**src/rtl/trap_sequencer_if.sv**
```systemverilog
// Bundle of commit-side, CSR-side and fetch-redirect signals of the machine-mode trap sequencer.
// The master drives the commit/CSR inputs; the slave is the sequencer itself.
interface trap_sequencer_if #(
    parameter int XLEN       = 32,
    parameter int CODE_WIDTH = 5
);
    logic                  exception_i;
    logic [CODE_WIDTH-1:0] exception_code_i;
    logic [XLEN-1:0]       exception_pc_i;
    logic                  commit_valid_i;
    logic [XLEN-1:0]       commit_pc_i;
    logic                  mret_i;
    logic                  mei_i;
    logic                  mti_i;
    logic                  msi_i;
    logic [XLEN-1:0]       mie_i;
    logic                  mstatus_mie_i;
    logic [1:0]            mstatus_mpp_i;
    logic [XLEN-1:0]       mtvec_i;
    logic [XLEN-1:0]       mepc_i;

    logic                  busy_o;
    logic                  flush_o;
    logic                  mepc_we_o;
    logic [XLEN-1:0]       mepc_o;
    logic                  mcause_we_o;
    logic [XLEN-1:0]       mcause_o;
    logic                  mstatus_trap_o;
    logic                  mstatus_mret_o;
    logic                  pc_load_o;
    logic [XLEN-1:0]       pc_target_o;
    logic [1:0]            priv_o;

    modport master (
        output exception_i, exception_code_i, exception_pc_i,
        output commit_valid_i, commit_pc_i, mret_i,
        output mei_i, mti_i, msi_i, mie_i,
        output mstatus_mie_i, mstatus_mpp_i, mtvec_i, mepc_i,
        input  busy_o, flush_o, mepc_we_o, mepc_o, mcause_we_o, mcause_o,
        input  mstatus_trap_o, mstatus_mret_o, pc_load_o, pc_target_o, priv_o
    );

    modport slave (
        input  exception_i, exception_code_i, exception_pc_i,
        input  commit_valid_i, commit_pc_i, mret_i,
        input  mei_i, mti_i, msi_i, mie_i,
        input  mstatus_mie_i, mstatus_mpp_i, mtvec_i, mepc_i,
        output busy_o, flush_o, mepc_we_o, mepc_o, mcause_we_o, mcause_o,
        output mstatus_trap_o, mstatus_mret_o, pc_load_o, pc_target_o, priv_o
    );
endinterface

```
**src/rtl/trap_sequencer.sv**
```systemverilog
// Machine-mode trap sequencer: arbitrates exceptions, interrupts and MRET, sequences CSR side-effects.
// Optional feature macro TRAP_VECTORED_MODE_EN: mtvec MODE=01 sends interrupts to BASE+4*code.
module trap_sequencer #(
    parameter int XLEN       = 32,
    parameter int CODE_WIDTH = 5
) (
    input  logic             clk_i,
    input  logic             rst_i,
    trap_sequencer_if.slave  bus
);

    typedef enum logic [1:0] {
        ST_IDLE = 2'b00,
        ST_SAVE = 2'b01,
        ST_JUMP = 2'b10,
        ST_RET  = 2'b11
    } state_e;

    localparam logic [1:0] PRIV_USER    = 2'b00;
    localparam logic [1:0] PRIV_MACHINE = 2'b11;

    localparam logic [CODE_WIDTH-1:0] CODE_MSI = CODE_WIDTH'(3);
    localparam logic [CODE_WIDTH-1:0] CODE_MTI = CODE_WIDTH'(7);
    localparam logic [CODE_WIDTH-1:0] CODE_MEI = CODE_WIDTH'(11);

    // mcause layout: interrupt flag in the MSB, code zero-extended in the low bits
    function automatic logic [XLEN-1:0] make_cause(input logic                  is_irq,
                                                   input logic [CODE_WIDTH-1:0] code);
        logic [XLEN-1:0] cause;
        cause                   = {XLEN{1'b0}};
        cause[CODE_WIDTH-1:0]   = code;
        cause[XLEN-1]           = is_irq;
        return cause;
    endfunction

    // Fixed interrupt priority MEI > MSI > MTI; pend = {mei, msi, mti} already masked by mie
    function automatic logic [CODE_WIDTH-1:0] irq_code(input logic [2:0] pend);
        logic [CODE_WIDTH-1:0] code;
        if (pend[2]) begin
            code = CODE_MEI;
        end else if (pend[1]) begin
            code = CODE_MSI;
        end else begin
            code = CODE_MTI;
        end
        return code;
    endfunction

    function automatic logic [XLEN-1:0] vector_base(input logic [XLEN-1:0] mtvec);
        return {mtvec[XLEN-1:2], 2'b00};
    endfunction

    state_e          state_q, state_d;
    logic [XLEN-1:0] cause_q, cause_d;
    logic [XLEN-1:0] epc_q, epc_d;
    logic [XLEN-1:0] tgt_q, tgt_d;
    logic [1:0]      mpp_q, mpp_d;
    logic [1:0]      priv_q, priv_d;

    logic            busy_q, busy_d;
    logic            flush_q, flush_d;
    logic            mepc_we_q, mepc_we_d;
    logic [XLEN-1:0] mepc_q, mepc_d;
    logic            mcause_we_q, mcause_we_d;
    logic [XLEN-1:0] mcause_q, mcause_d;
    logic            mtrap_q, mtrap_d;
    logic            mret_q, mret_d;
    logic            pc_load_q, pc_load_d;
    logic [XLEN-1:0] pc_target_q, pc_target_d;

    logic [2:0]            pend_s;
    logic                  irq_global_s;
    logic                  irq_take_s;
    logic [CODE_WIDTH-1:0] irq_code_s;
    logic [XLEN-1:0]       irq_target_s;
    logic [XLEN-1:0]       exc_cause_s;
    logic [XLEN-1:0]       irq_cause_s;
    logic                  unused_s;

    assign pend_s       = {bus.mei_i & bus.mie_i[11],
                           bus.msi_i & bus.mie_i[3],
                           bus.mti_i & bus.mie_i[7]};
    assign irq_global_s = bus.mstatus_mie_i | (priv_q == PRIV_USER);
    assign irq_take_s   = bus.commit_valid_i & irq_global_s & (pend_s != 3'b000);
    assign irq_code_s   = irq_code(pend_s);
    assign exc_cause_s  = make_cause(1'b0, bus.exception_code_i);
    assign irq_cause_s  = make_cause(1'b1, irq_code_s);

`ifdef TRAP_VECTORED_MODE_EN
    // Vectored mode only redirects interrupts; exceptions always land on BASE
    always_comb begin
        irq_target_s = vector_base(bus.mtvec_i);
        if (bus.mtvec_i[1:0] == 2'b01) begin
            irq_target_s = vector_base(bus.mtvec_i)
                         + {{(XLEN-CODE_WIDTH-2){1'b0}}, irq_code_s, 2'b00};
        end else begin
            irq_target_s = vector_base(bus.mtvec_i);
        end
    end
`else
    assign irq_target_s = vector_base(bus.mtvec_i);
`endif

    assign unused_s = ^{bus.mie_i, bus.mtvec_i[1:0]};

    // Next-state and registered-output values; inputs are only looked at in IDLE
    always_comb begin
        state_d     = state_q;
        cause_d     = cause_q;
        epc_d       = epc_q;
        tgt_d       = tgt_q;
        mpp_d       = mpp_q;
        priv_d      = priv_q;
        busy_d      = 1'b0;
        flush_d     = 1'b0;
        mepc_we_d   = 1'b0;
        mepc_d      = {XLEN{1'b0}};
        mcause_we_d = 1'b0;
        mcause_d    = {XLEN{1'b0}};
        mtrap_d     = 1'b0;
        mret_d      = 1'b0;
        pc_load_d   = 1'b0;
        pc_target_d = {XLEN{1'b0}};

        case (state_q)
            ST_IDLE: begin
                if (bus.exception_i) begin
                    state_d     = ST_SAVE;
                    cause_d     = exc_cause_s;
                    epc_d       = bus.exception_pc_i;
                    tgt_d       = vector_base(bus.mtvec_i);
                    busy_d      = 1'b1;
                    flush_d     = 1'b1;
                    mepc_we_d   = 1'b1;
                    mepc_d      = bus.exception_pc_i & ~{{(XLEN-1){1'b0}}, 1'b1};
                    mcause_we_d = 1'b1;
                    mcause_d    = exc_cause_s;
                    mtrap_d     = 1'b1;
                end else if (irq_take_s) begin
                    state_d     = ST_SAVE;
                    cause_d     = irq_cause_s;
                    epc_d       = bus.commit_pc_i;
                    tgt_d       = irq_target_s;
                    busy_d      = 1'b1;
                    flush_d     = 1'b1;
                    mepc_we_d   = 1'b1;
                    mepc_d      = bus.commit_pc_i & ~{{(XLEN-1){1'b0}}, 1'b1};
                    mcause_we_d = 1'b1;
                    mcause_d    = irq_cause_s;
                    mtrap_d     = 1'b1;
                end else if (bus.mret_i) begin
                    state_d     = ST_RET;
                    tgt_d       = bus.mepc_i;
                    mpp_d       = bus.mstatus_mpp_i;
                    busy_d      = 1'b1;
                    flush_d     = 1'b1;
                    mret_d      = 1'b1;
                    pc_load_d   = 1'b1;
                    pc_target_d = bus.mepc_i;
                end else begin
                    state_d     = ST_IDLE;
                end
            end
            ST_SAVE: begin
                state_d     = ST_JUMP;
                priv_d      = PRIV_MACHINE;
                busy_d      = 1'b1;
                pc_load_d   = 1'b1;
                pc_target_d = tgt_q;
            end
            ST_JUMP: begin
                state_d = ST_IDLE;
            end
            ST_RET: begin
                state_d = ST_IDLE;
                // Only USER and MACHINE exist; any MPP other than MACHINE returns to USER
                if (mpp_q == PRIV_MACHINE) begin
                    priv_d = PRIV_MACHINE;
                end else begin
                    priv_d = PRIV_USER;
                end
            end
            default: begin
                state_d = ST_IDLE;
            end
        endcase
    end

    // State, latched trap context and registered outputs
    always_ff @(posedge clk_i) begin
        if (rst_i) begin
            state_q     <= ST_IDLE;
            cause_q     <= {XLEN{1'b0}};
            epc_q       <= {XLEN{1'b0}};
            tgt_q       <= {XLEN{1'b0}};
            mpp_q       <= PRIV_USER;
            priv_q      <= PRIV_MACHINE;
            busy_q      <= 1'b0;
            flush_q     <= 1'b0;
            mepc_we_q   <= 1'b0;
            mepc_q      <= {XLEN{1'b0}};
            mcause_we_q <= 1'b0;
            mcause_q    <= {XLEN{1'b0}};
            mtrap_q     <= 1'b0;
            mret_q      <= 1'b0;
            pc_load_q   <= 1'b0;
            pc_target_q <= {XLEN{1'b0}};
        end else begin
            state_q     <= state_d;
            cause_q     <= cause_d;
            epc_q       <= epc_d;
            tgt_q       <= tgt_d;
            mpp_q       <= mpp_d;
            priv_q      <= priv_d;
            busy_q      <= busy_d;
            flush_q     <= flush_d;
            mepc_we_q   <= mepc_we_d;
            mepc_q      <= mepc_d;
            mcause_we_q <= mcause_we_d;
            mcause_q    <= mcause_d;
            mtrap_q     <= mtrap_d;
            mret_q      <= mret_d;
            pc_load_q   <= pc_load_d;
            pc_target_q <= pc_target_d;
        end
    end

    assign bus.busy_o         = busy_q;
    assign bus.flush_o        = flush_q;
    assign bus.mepc_we_o      = mepc_we_q;
    assign bus.mepc_o         = mepc_q;
    assign bus.mcause_we_o    = mcause_we_q;
    assign bus.mcause_o       = mcause_q;
    assign bus.mstatus_trap_o = mtrap_q;
    assign bus.mstatus_mret_o = mret_q;
    assign bus.pc_load_o      = pc_load_q;
    assign bus.pc_target_o    = pc_target_q;
    assign bus.priv_o         = priv_q;

endmodule

```
**src/flat_wrapper.sv**
```systemverilog
// flat-port wrapper written by rule: the top's interface ports become plain ports
module trap_sequencer_flat 
#(
    parameter int XLEN       = 32,
    parameter int CODE_WIDTH = 5
)
  (clk_i, rst_i, bus_exception_i, bus_exception_code_i, bus_exception_pc_i, bus_commit_valid_i, bus_commit_pc_i, bus_mret_i, bus_mei_i, bus_mti_i, bus_msi_i, bus_mie_i, bus_mstatus_mie_i, bus_mstatus_mpp_i, bus_mtvec_i, bus_mepc_i, bus_busy_o, bus_flush_o, bus_mepc_we_o, bus_mepc_o, bus_mcause_we_o, bus_mcause_o, bus_mstatus_trap_o, bus_mstatus_mret_o, bus_pc_load_o, bus_pc_target_o, bus_priv_o);
  trap_sequencer_if #(.XLEN(XLEN), .CODE_WIDTH(CODE_WIDTH)) bus_i ();
  input  logic clk_i;
  input  logic rst_i;
  input wire logic [$bits(bus_i.exception_i)-1:0] bus_exception_i;
  input wire logic [$bits(bus_i.exception_code_i)-1:0] bus_exception_code_i;
  input wire logic [$bits(bus_i.exception_pc_i)-1:0] bus_exception_pc_i;
  input wire logic [$bits(bus_i.commit_valid_i)-1:0] bus_commit_valid_i;
  input wire logic [$bits(bus_i.commit_pc_i)-1:0] bus_commit_pc_i;
  input wire logic [$bits(bus_i.mret_i)-1:0] bus_mret_i;
  input wire logic [$bits(bus_i.mei_i)-1:0] bus_mei_i;
  input wire logic [$bits(bus_i.mti_i)-1:0] bus_mti_i;
  input wire logic [$bits(bus_i.msi_i)-1:0] bus_msi_i;
  input wire logic [$bits(bus_i.mie_i)-1:0] bus_mie_i;
  input wire logic [$bits(bus_i.mstatus_mie_i)-1:0] bus_mstatus_mie_i;
  input wire logic [$bits(bus_i.mstatus_mpp_i)-1:0] bus_mstatus_mpp_i;
  input wire logic [$bits(bus_i.mtvec_i)-1:0] bus_mtvec_i;
  input wire logic [$bits(bus_i.mepc_i)-1:0] bus_mepc_i;
  output wire logic [$bits(bus_i.busy_o)-1:0] bus_busy_o;
  output wire logic [$bits(bus_i.flush_o)-1:0] bus_flush_o;
  output wire logic [$bits(bus_i.mepc_we_o)-1:0] bus_mepc_we_o;
  output wire logic [$bits(bus_i.mepc_o)-1:0] bus_mepc_o;
  output wire logic [$bits(bus_i.mcause_we_o)-1:0] bus_mcause_we_o;
  output wire logic [$bits(bus_i.mcause_o)-1:0] bus_mcause_o;
  output wire logic [$bits(bus_i.mstatus_trap_o)-1:0] bus_mstatus_trap_o;
  output wire logic [$bits(bus_i.mstatus_mret_o)-1:0] bus_mstatus_mret_o;
  output wire logic [$bits(bus_i.pc_load_o)-1:0] bus_pc_load_o;
  output wire logic [$bits(bus_i.pc_target_o)-1:0] bus_pc_target_o;
  output wire logic [$bits(bus_i.priv_o)-1:0] bus_priv_o;
  assign bus_i.exception_i = bus_exception_i;
  assign bus_i.exception_code_i = bus_exception_code_i;
  assign bus_i.exception_pc_i = bus_exception_pc_i;
  assign bus_i.commit_valid_i = bus_commit_valid_i;
  assign bus_i.commit_pc_i = bus_commit_pc_i;
  assign bus_i.mret_i = bus_mret_i;
  assign bus_i.mei_i = bus_mei_i;
  assign bus_i.mti_i = bus_mti_i;
  assign bus_i.msi_i = bus_msi_i;
  assign bus_i.mie_i = bus_mie_i;
  assign bus_i.mstatus_mie_i = bus_mstatus_mie_i;
  assign bus_i.mstatus_mpp_i = bus_mstatus_mpp_i;
  assign bus_i.mtvec_i = bus_mtvec_i;
  assign bus_i.mepc_i = bus_mepc_i;
  assign bus_busy_o = bus_i.busy_o;
  assign bus_flush_o = bus_i.flush_o;
  assign bus_mepc_we_o = bus_i.mepc_we_o;
  assign bus_mepc_o = bus_i.mepc_o;
  assign bus_mcause_we_o = bus_i.mcause_we_o;
  assign bus_mcause_o = bus_i.mcause_o;
  assign bus_mstatus_trap_o = bus_i.mstatus_trap_o;
  assign bus_mstatus_mret_o = bus_i.mstatus_mret_o;
  assign bus_pc_load_o = bus_i.pc_load_o;
  assign bus_pc_target_o = bus_i.pc_target_o;
  assign bus_priv_o = bus_i.priv_o;
  trap_sequencer #(.XLEN(XLEN), .CODE_WIDTH(CODE_WIDTH)) u_core (.clk_i(clk_i), .rst_i(rst_i), .bus(bus_i));
endmodule
```
**config.mk**
```make
export PLATFORM = sky130hd
export DESIGN_NAME = trap_sequencer_flat
export DESIGN_NICKNAME = d
export VERILOG_FILES = /design/src/rtl/trap_sequencer_if.sv /design/src/rtl/trap_sequencer.sv /design/src/flat_wrapper.sv
export SDC_FILE = /design/constraint.sdc
export NUM_CORES = 1
export LEC_CHECK = 0
export CORE_ASPECT_RATIO = 2
export CORE_MARGIN = 3
export CORE_UTILIZATION = 40
export CTS_CLUSTER_DIAMETER = 60
export DETAILED_ROUTE_END_ITERATION = 7
export GPL_ROUTABILITY_DRIVEN = 0
export GPL_TIMING_DRIVEN = 0
export PLACE_DENSITY = 0.82
export SKIP_CTS_REPAIR_TIMING = 1
export SLEW_MARGIN = 20
export SYNTH_ARGS = -nofsm -noshare
export SYNTH_HDL_FRONTEND = slang
export SYNTH_SLANG_ARGS = --single-unit
export TNS_END_PERCENT = 1
```
**constraint.sdc**
```tcl
create_clock -name clk_i -period 4.9 [get_ports clk_i]
set_clock_uncertainty 0.2 [all_clocks]
set_input_delay 0.98 -clock clk_i [delete_from_list [all_inputs] [get_ports clk_i]]
set_output_delay 0.98 -clock clk_i [all_outputs]
set_load 0.02 [all_outputs]
```
Word level (Yosys, flattened, before mapping)

Index checks and enable logic that the tools add are counted.

Register bits after elaboration: 139
Output and inout port bits: 105
Logic and storage cells: 65

Equality and inequality tests: 4
Mux-type cells: 28
Bitwise logic cells: 9
Reductions and logical operators: 10

Operators with widths:

| operator             | count |
|---|---|
| $mux W32             | 9 |
| $pmux W32 S2         | 1 |
| $mux W2              | 4 |
| $mux W1              | 7 |
| $eq A2 B2 Y1 const B | 3 |
| $pmux W2 S3          | 1 |
| $reduce_bool A3 Y1   | 2 |
| $and A1 B1 Y1        | 5 |
| $mux W5              | 1 |
| $logic_not A2 Y1     | 2 |
| $mux W4              | 1 |
| $pmux W1 S2          | 2 |
| $pmux W2 S2          | 1 |
| $reduce_and A4 Y1    | 1 |
| $reduce_or A2 Y1     | 2 |
| $mux W3              | 1 |
| $not A1 Y1           | 3 |
| $reduce_or A3 Y1     | 1 |
| $eq A2 B1 Y1 const B | 1 |
| $reduce_and A2 Y1    | 1 |
| $reduce_bool A2 Y1   | 1 |
| $or A1 B1 Y1         | 1 |

Logic depth before layout (Yosys ltp)

Gate-level depths: netlist of the first run.

Word-level depth: 7
Mapped depth: 6

Worst setup path before layout of the first run

No wires, ideal clock.

Path kind: input-to-reg
Start: input port bus_mti_i
End: register u_core.pc_target_q[0], in the netlist u_core.bus.pc_target_o[0]
Arrival time: 2302 ps
Data required time: 4641 ps
Setup slack: 2340 ps
Cell stages on the path: 5
Path through: a222oi_1 o31ai_2 nor4_4 buf_6 a22o_1

Longest elaborated chain between the ends: 6

Ends and longest elaborated chain:

| item                   | RTL line              | source |
|---|---|---|
| start: declaration     | flat_wrapper.sv:18    | `input wire logic [$bits(bus_i.mti_i)-1:0] bus_mti_i;` |
| $and A1 B1 Y1          | trap_sequencer.sv:82  | `bus.mti_i & bus.mie_i[7]};` |
| $reduce_bool A3 Y1     | trap_sequencer.sv:84  | `assign irq_take_s = bus.commit_valid_i & irq_global_s & (pend_s != 3'b000);` |
| $and A1 B1 Y1          | trap_sequencer.sv:84  |  |
| $mux W32               | trap_sequencer.sv:139 | `end else if (irq_take_s) begin` |
| $mux W32               | trap_sequencer.sv:127 | `if (bus.exception_i) begin` |
| $pmux W32 S2           | trap_sequencer.sv:125 | `case (state_q)` |
| end signal: assignment | trap_sequencer.sv:207 | `pc_target_q <= {XLEN{1'b0}};` |
| end signal: assignment | trap_sequencer.sv:224 | `pc_target_q <= pc_target_d;` |
| end: declaration       | trap_sequencer.sv:69  | `logic [XLEN-1:0] pc_target_q, pc_target_d;` |

No other way between the ends.
A chain may end at the register's enable or synchronous reset.

Final worst setup path of the first run

Start: input port bus_mei_i
End: register u_core.pc_target_q[10], in the netlist u_core.bus.pc_target_o[10]

Longest elaborated chain between the ends: 6

Ends and longest elaborated chain:

| item               | RTL line              | source |
|---|---|---|
| start: declaration | flat_wrapper.sv:17    | `input wire logic [$bits(bus_i.mei_i)-1:0] bus_mei_i;` |
| $and A1 B1 Y1      | trap_sequencer.sv:80  | `assign pend_s = {bus.mei_i & bus.mie_i[11],` |
| $reduce_bool A3 Y1 | trap_sequencer.sv:84  |  |
| $and A1 B1 Y1      | trap_sequencer.sv:84  |  |
| $mux W32           | trap_sequencer.sv:139 |  |
| $mux W32           | trap_sequencer.sv:127 |  |
| $pmux W32 S2       | trap_sequencer.sv:125 |  |

No other way between the ends.

==> results of run 1 <==
==> how the worst max path moves through the flow <==
stage,startpoint,cells after the start,end,slack (ps)
after global placement,bus_mei_i,6,u_core.bus.pc_target_o[14],1500
final,bus_mei_i,6,u_core.bus.pc_target_o[10],1800
after floorplan,bus_mti_i,5,u_core.bus.pc_target_o[0],2340
after detailed placement,bus_mei_i,6,u_core.bus.pc_target_o[13],1470
after CTS,bus_mei_i,6,u_core.bus.pc_target_o[13],1820
after global routing,bus_mei_i,6,u_core.bus.pc_target_o[11],1740
==> worst reg2reg max path: stages, from the launching register on <==
cell      delay (ps)
dfxtp_1          300
buf_4            160
or2_1            220
buf_2            190
nor3_2           340
clkbuf_1         540
a22o_1           250
==> metal layers <==
metal	vias up	part of all wire	global-route usage
li1	2104	-	-
met1	2123	0.31	0.2234
met2	273	0.55	0.4681
met3	29	0.11	0.06930
met4	0	0.033	0.1204
met5	-	0	0
==> placed cells by master, fill, tap and decap left out, types with 2 or more instances in the layout <==
cell type        instances
clkbuf_16                9
a22o_1                  64
dfxtp_1                111
o21a_1                   2
buf_1                    2
nor2_1                  31
buf_4                   35
o21ai_0                 33
a2111oi_2               26
buf_6                    3
clkdlybuf4s50_1        219
nand2_1                  2
nor3_1                  36
nor4_4                   2
conb_1                  27
nand3b_1                30
a21oi_1                  3
clkbuf_1                24
o2bb2ai_1                2
buf_2                    8
clkbuf_8                 2
nand2b_1                 3
a2111oi_0                4
nand4_1                  2
clkinv_4                 3
==> sequential cells by signal, indices dropped and copies added (netlist names) <==
signal                     count
u_core.bus.busy_o              1
u_core.bus.flush_o             1
u_core.bus.mcause_o            6
u_core.bus.mepc_o             31
u_core.bus.mstatus_mret_o      1
u_core.bus.mstatus_trap_o      1
u_core.bus.pc_load_o           1
u_core.bus.pc_target_o        32
u_core.bus.priv_o              1
u_core.mpp_q                   2
u_core.state_q                 2
u_core.tgt_q                  32
==> power breakdown <==
part / internal, W / switching [W] / total [W]
Sequential: 0.000970 / 0.0000367 / 0.00101
Clock: 0.000377 / 0.000331 / 0.000707
Combinational: 0.000273 / 0.000274 / 0.000547
==> Yosys cell counts, drive strengths merged, types with 2 or more instances <==
cell type and number:
nor2 32, nand2 2, o21a 3, buf 48
nand2b 3, inv 2, a21oi 3, o21ai 33
o2bb2ai 2, a2111oi 30, nand4 2, a22o 64
clkbuf 24, nor4 2, nand3b 30, nor3 37
dfxtp 111
==> cell families (layout without fill, tap and decap cells) <==
family                 count (synthesis)  count (layout)
AOI/OAI and AO/OA                    141             141
and+or+nand+nor                      113             113
buffers and inverters                 75             310
other                                  1              27
DFF                                  111             111
==> layout make-up <==
class                           instances  area, um2
Timing Repair Buffer                  219       2192
Inverter                                3      11.26
Clock buffer                           11      252.7
Multi-Input combinational cell        281       2014
Clock inverter                          5      40.04
Sequential cell                       111       2222
Fill cell                             894       3739
Buffer                                 72      434.2
Tap cell                              140      175.2
==> stage by stage <==
stage / total power [W] / hold WS (ps) / cells / util / area (um2)
3_3_place_gp: 0.001553 / 253.5 / 826 / 0.6362 / 7049
5_1_grt: 0.002350 / 319.2 / 842 / 0.6626 / 7342
3_5_place_dp: 0.001570 / 268.2 / 826 / 0.6362 / 7049
4_1_cts: 0.002269 / 281.2 / 842 / 0.6626 / 7342
2_1_floorplan: 0.001311 / 243.7 / 467 / - / 4682
6_report: 0.002261 / 278.2 / 842 / 0.6626 / 7342
==> impl_metrics.json, run 1 <==
{
  "grt_pass1_vias": 4647,
  "rr_startpoint": "u_core.state_q[1]",
  "max_stage_delay_ps": 620,
  "grt-ovfl-total": 0,
  "path_clk_slew_ps": 70,
  "tightestPinTransition_ps": 777.5,
  "first_iter_violations": 125,
  "clock_sinks": 111,
  "cts-root-buf": "clkbuf_16",
  "fp.dieArea_mm2": 0.01286,
  "hp-class": "reg2reg",
  "drive_gt1_frac": 0.1353,
  "synth_area_leaders": "dfxtp_1, a22o_1, a2111oi_2",
  "grt_max_degree": 19,
  "chipHeight_um": 157.4,
  "synth_top_family_by_area": "compound AO/OA/AOI/OAI gates",
  "cts_buffer_depth": 2,
  "p_leak_nw": 2.773,
  "start_kind": "input port",
  "synth_compound_area_frac": 0.2757,
  "power.density_mw_per_mm2": 308.0,
  "synth_simple_gate_area_share": 0.1416,
  "io_pins": 281,
  "dpl_worst_slack_ps": 1475,
  "cts_tree": "built",
  "ys.flop_type": "dfxtp_1",
  "ys_warn_count": 0,
  "die_w_um": 81.70,
  "synth_xor_area_frac": 0,
  "ys_types": 38,
  "fin_crit_ps": 3102,
  "async_flop_share": 0,
  "crit_buf_inv": 2,
  "synth.yosys.seq_area_share": 0.4847,
  "drc_errors": 0,
  "synth_fa_ha_area_frac": 0,
  "reg2reg_depth": 6,
  "start_util": 0.4137,
  "synth_top_area_share": 0.4847,
  "synth_cells": 441,
  "layout.nets": 873,
  "setup_ws_ps": 1798,
  "endpoint_kind": "flop",
  "hold_end": "u_core.tgt_q[0]",
  "synth_edf_count": 0,
  "post_drt_wl_per_cell_um": 19.07,
  "numPortBuffers": 219,
  "cp.required_ps": 4990,
  "clk_latency_ps": 350,
  "drt_wl_total_um": 16060,
  "htreeDepth": 3,
  "crit_chain": "clkdlybuf4s50_1 > a222oi_1 > o31ai_2 > nor4_4 > buf_6 > a22o_1",
  "holdPathStages": 2,
  "cts_made_buffers": 9,
  "max-cap-violations": 0,
  "synth_mux_area_frac": 0,
  "antenna_left": 0,
  "fmax_ghz": 0.3223,
  "vias": 4529,
  "syn-cell-area_mm2": 0.004584,
  "status": "finished clean",
  "finalHoldViolations": 0,
  "finalMaxSlewViolations": 0,
  "dpl.hpwl_um": 12730,
  "period_share": 0.6331,
  "slowest_stage": "nor4_4",
  "antenna_found_initial": 0,
  "core_mm2": 0.01108,
  "cp_top_family": "compound AO/OA/AOI/OAI gates",
  "finalSetupViolCount": 0,
  "ys_ff_latch": 111,
  "drt_pass1_iterations": 4,
  "avgSynthCellArea_um2": 10.40,
  "vias_per_cell": 5.379,
  "grt_use_total": 0.2439,
  "yosys.area.top_type": "dfxtp_1",
  "area_delta_synth_final_pct": 60.15,
  "rsz0062_at_grt": "false",
  "critPathArrivalTime_ps": 3190,
  "criticalPathCategory": "in2reg",
  "antenna_cells": 0,
  "rows": 54,
  "grt_first_pass_wirelength_um": 23600,
  "reg2reg_to": "u_core.bus.mepc_o[14]",
  "worstHoldStart": "u_core.tgt_q[0]",
  "relSlewSlack": 0.4816,
  "critPathMaxFanout": 10,
  "r2r_setup_slack_ps": 2660,
  "timing.setup.tns_ps": 0,
  "peakVddDrop_mv": 0.1938
}
Note: power is estimated with default switching activity, not from simulation.
==> inputs of run 2 (changes only) <==
--- a/config.mk
+++ b/config.mk
@@ -7,12 +7,12 @@
 export LEC_CHECK = 0
 export CORE_ASPECT_RATIO = 2
 export CORE_MARGIN = 3
-export CORE_UTILIZATION = 40
+export CORE_UTILIZATION = 34
 export CTS_CLUSTER_DIAMETER = 60
 export DETAILED_ROUTE_END_ITERATION = 7
 export GPL_ROUTABILITY_DRIVEN = 0
 export GPL_TIMING_DRIVEN = 0
-export PLACE_DENSITY = 0.82
+export PLACE_DENSITY = 0.74
 export SKIP_CTS_REPAIR_TIMING = 1
 export SLEW_MARGIN = 20
 export SYNTH_ARGS = -nofsm -noshare
==> constraint.sdc (replaced) <==
create_clock -name clk_i -period 2.55 [get_ports clk_i]
set_clock_uncertainty 0.2 [all_clocks]
set_input_delay 0.51 -clock clk_i [delete_from_list [all_inputs] [get_ports clk_i]]
set_output_delay 0.51 -clock clk_i [all_outputs]
set_load 0.02 [all_outputs]
==> impl_metrics.json, run 2 (same netlist as run 1, synthesis figures left out) <==
{
  "finalHoldViolations": 0,
  "die_w_um": 88.11,
  "final_common_cell": "clkdlybuf4s50_1",
  "vias": 4458,
  "grt_use_total": 0.2011,
  "rsz0062_at_grt": "true",
  "drc_errors": 0,
  "dpl.hpwl_um": 12570,
  "path_clk_slew_ps": 80,
  "max_stage_delay_ps": 530,
  "fmax_ghz": 0.4108,
  "drt_wl_total_um": 15750,
  "grt-ovfl-total": 0,
  "critPathMaxFanout": 10,
  "fp.dieArea_mm2": 0.01500,
  "first_iter_violations": 151,
  "antenna_cells": 0,
  "critPathArrivalTime_ps": 2470,
  "cts-root-buf": "clkbuf_16",
  "grt_first_pass_wirelength_um": 23330,
  "grt_max_degree": 20,
  "layout.nets": 875,
  "rows": 59,
  "period_share": 0.9547,
  "cts_buffer_depth": 2,
  "max-cap-violations": 0,
  "post_drt_wl_per_cell_um": 18.40,
  "io_pins": 281,
  "criticalPathCategory": "in2reg",
  "clk_latency_ps": 340,
  "drive_gt1_frac": 0.1392,
  "finalSetupViolCount": 0,
  "vias_per_cell": 5.208,
  "start_util": 0.3489,
  "antenna_found_initial": 0,
  "peakVddDrop_mv": 0.3276,
  "cts_made_buffers": 9,
  "hold_slack_ps": 285.2,
  "power_w": 0.004535,
  "grt_pass1_vias": 4738,
  "htreeDepth": 3,
  "slowest_stage": "a222oi_1",
  "numPortBuffers": 219,
  "reg2reg_depth": 6,
  "cp.required_ps": 2580,
  "cts_tree": "built",
  "p_leak_nw": 2.804,
  "tightestPinTransition_ps": 745.8,
  "antenna_left": 0,
  "finalMaxSlewViolations": 0,
  "chipHeight_um": 170.2,
  "fin_crit_ps": 2434,
  "clock_sinks": 111,
  "hp-class": "reg2reg",
  "start_kind": "input port",
  "relSlewSlack": 0.5028,
  "status": "finished clean",
  "core_mm2": 0.01314,
  "drt_pass1_iterations": 4,
  "layout_common_cells": "clkdlybuf4s50_1, dfxtp_1, a22o_1",
  "area_delta_synth_final_pct": 61.74,
  "endpoint_kind": "flop",
  "power.density_mw_per_mm2": 611.6,
  "holdPathStages": 2,
  "crit_chain": "clkdlybuf4s50_1 > a222oi_1 > o31a_1 > clkbuf_4 > buf_4 > nor3_1 > a2111oi_2"
}
-- run 2: cell types whose count changed in the layout (fill, tap and decap cells not counted), sizes merged --
cell | previous run | this run
clkbuf | 35 | 34
buf | 48 | 49
inv | 3 | 5
bufinv | 0 | 2
clkinv | 5 | 3
-- run 2: worst paths after layout --
kind | start | endpoint | slack (ps)
max reg2reg | u_core.state_q[1] | u_core.bus.mepc_o[20] | 320
min | u_core.tgt_q[1] | u_core.tgt_q[1] | 290
max | bus_mti_i | u_core.tgt_q[15] | 120
min reg2reg | u_core.tgt_q[1] | u_core.tgt_q[1] | 290
-- run 2: stage by stage --
stage / cells / setup WS [ps] / setup TNS (ps) / util / cell area, um2
after floorplan: 467 / 459.8 / 0 / - / 4682
after global placement: 838 / -465.8 / -25400 / 0.5376 / 7064
after detailed placement: 838 / -492.9 / -28450 / 0.5376 / 7064
after CTS: 854 / -112.8 / -1198 / 0.5626 / 7392
after global routing: 856 / -28.54 / -41.78 / 0.5643 / 7415
final: 856 / 115.6 / 0 / 0.5643 / 7415
-- run 2: per-layer routing --
layer	vias up	global-route usage	part of all wire
met5	-	0	0
met4	0	0.1191	0.040
met3	39	0.03391	0.072
met2	237	0.3945	0.55
met1	2071	0.1826	0.33
li1	2111	-	-
-- run 2: critical path: cells and delay by family --
family,cells,cell delay (ps)
buf+inv,3,840
compound gates,3,1030
simple gates,1,80
-- run 2: cell type report --
| class | instances | area, um2 |
|---|---|---|
| plain buffers | 72 | 441.7 |
| flip-flops and latches | 111 | 2222 |
| clock inverters | 7 | 102.6 |
| fillers | 1154 | 5725 |
| clock buffers | 9 | 225.2 |
| repair buffers | 221 | 2207 |
| well taps | 152 | 190.2 |
| multi-input cells | 281 | 2014 |
| inverters | 3 | 11.26 |
-- run 2: power breakdown --
| group | switching, W | internal, W | total [W] |
|---|---|---|---|
| sequential | 0.0000691 | 0.00186 | 0.00193 |
| combinational | 0.000523 | 0.000527 | 0.00105 |
| clock | 0.000675 | 0.000876 | 0.00155 |
| total | 0.00127 | 0.00327 | 0.00453 |
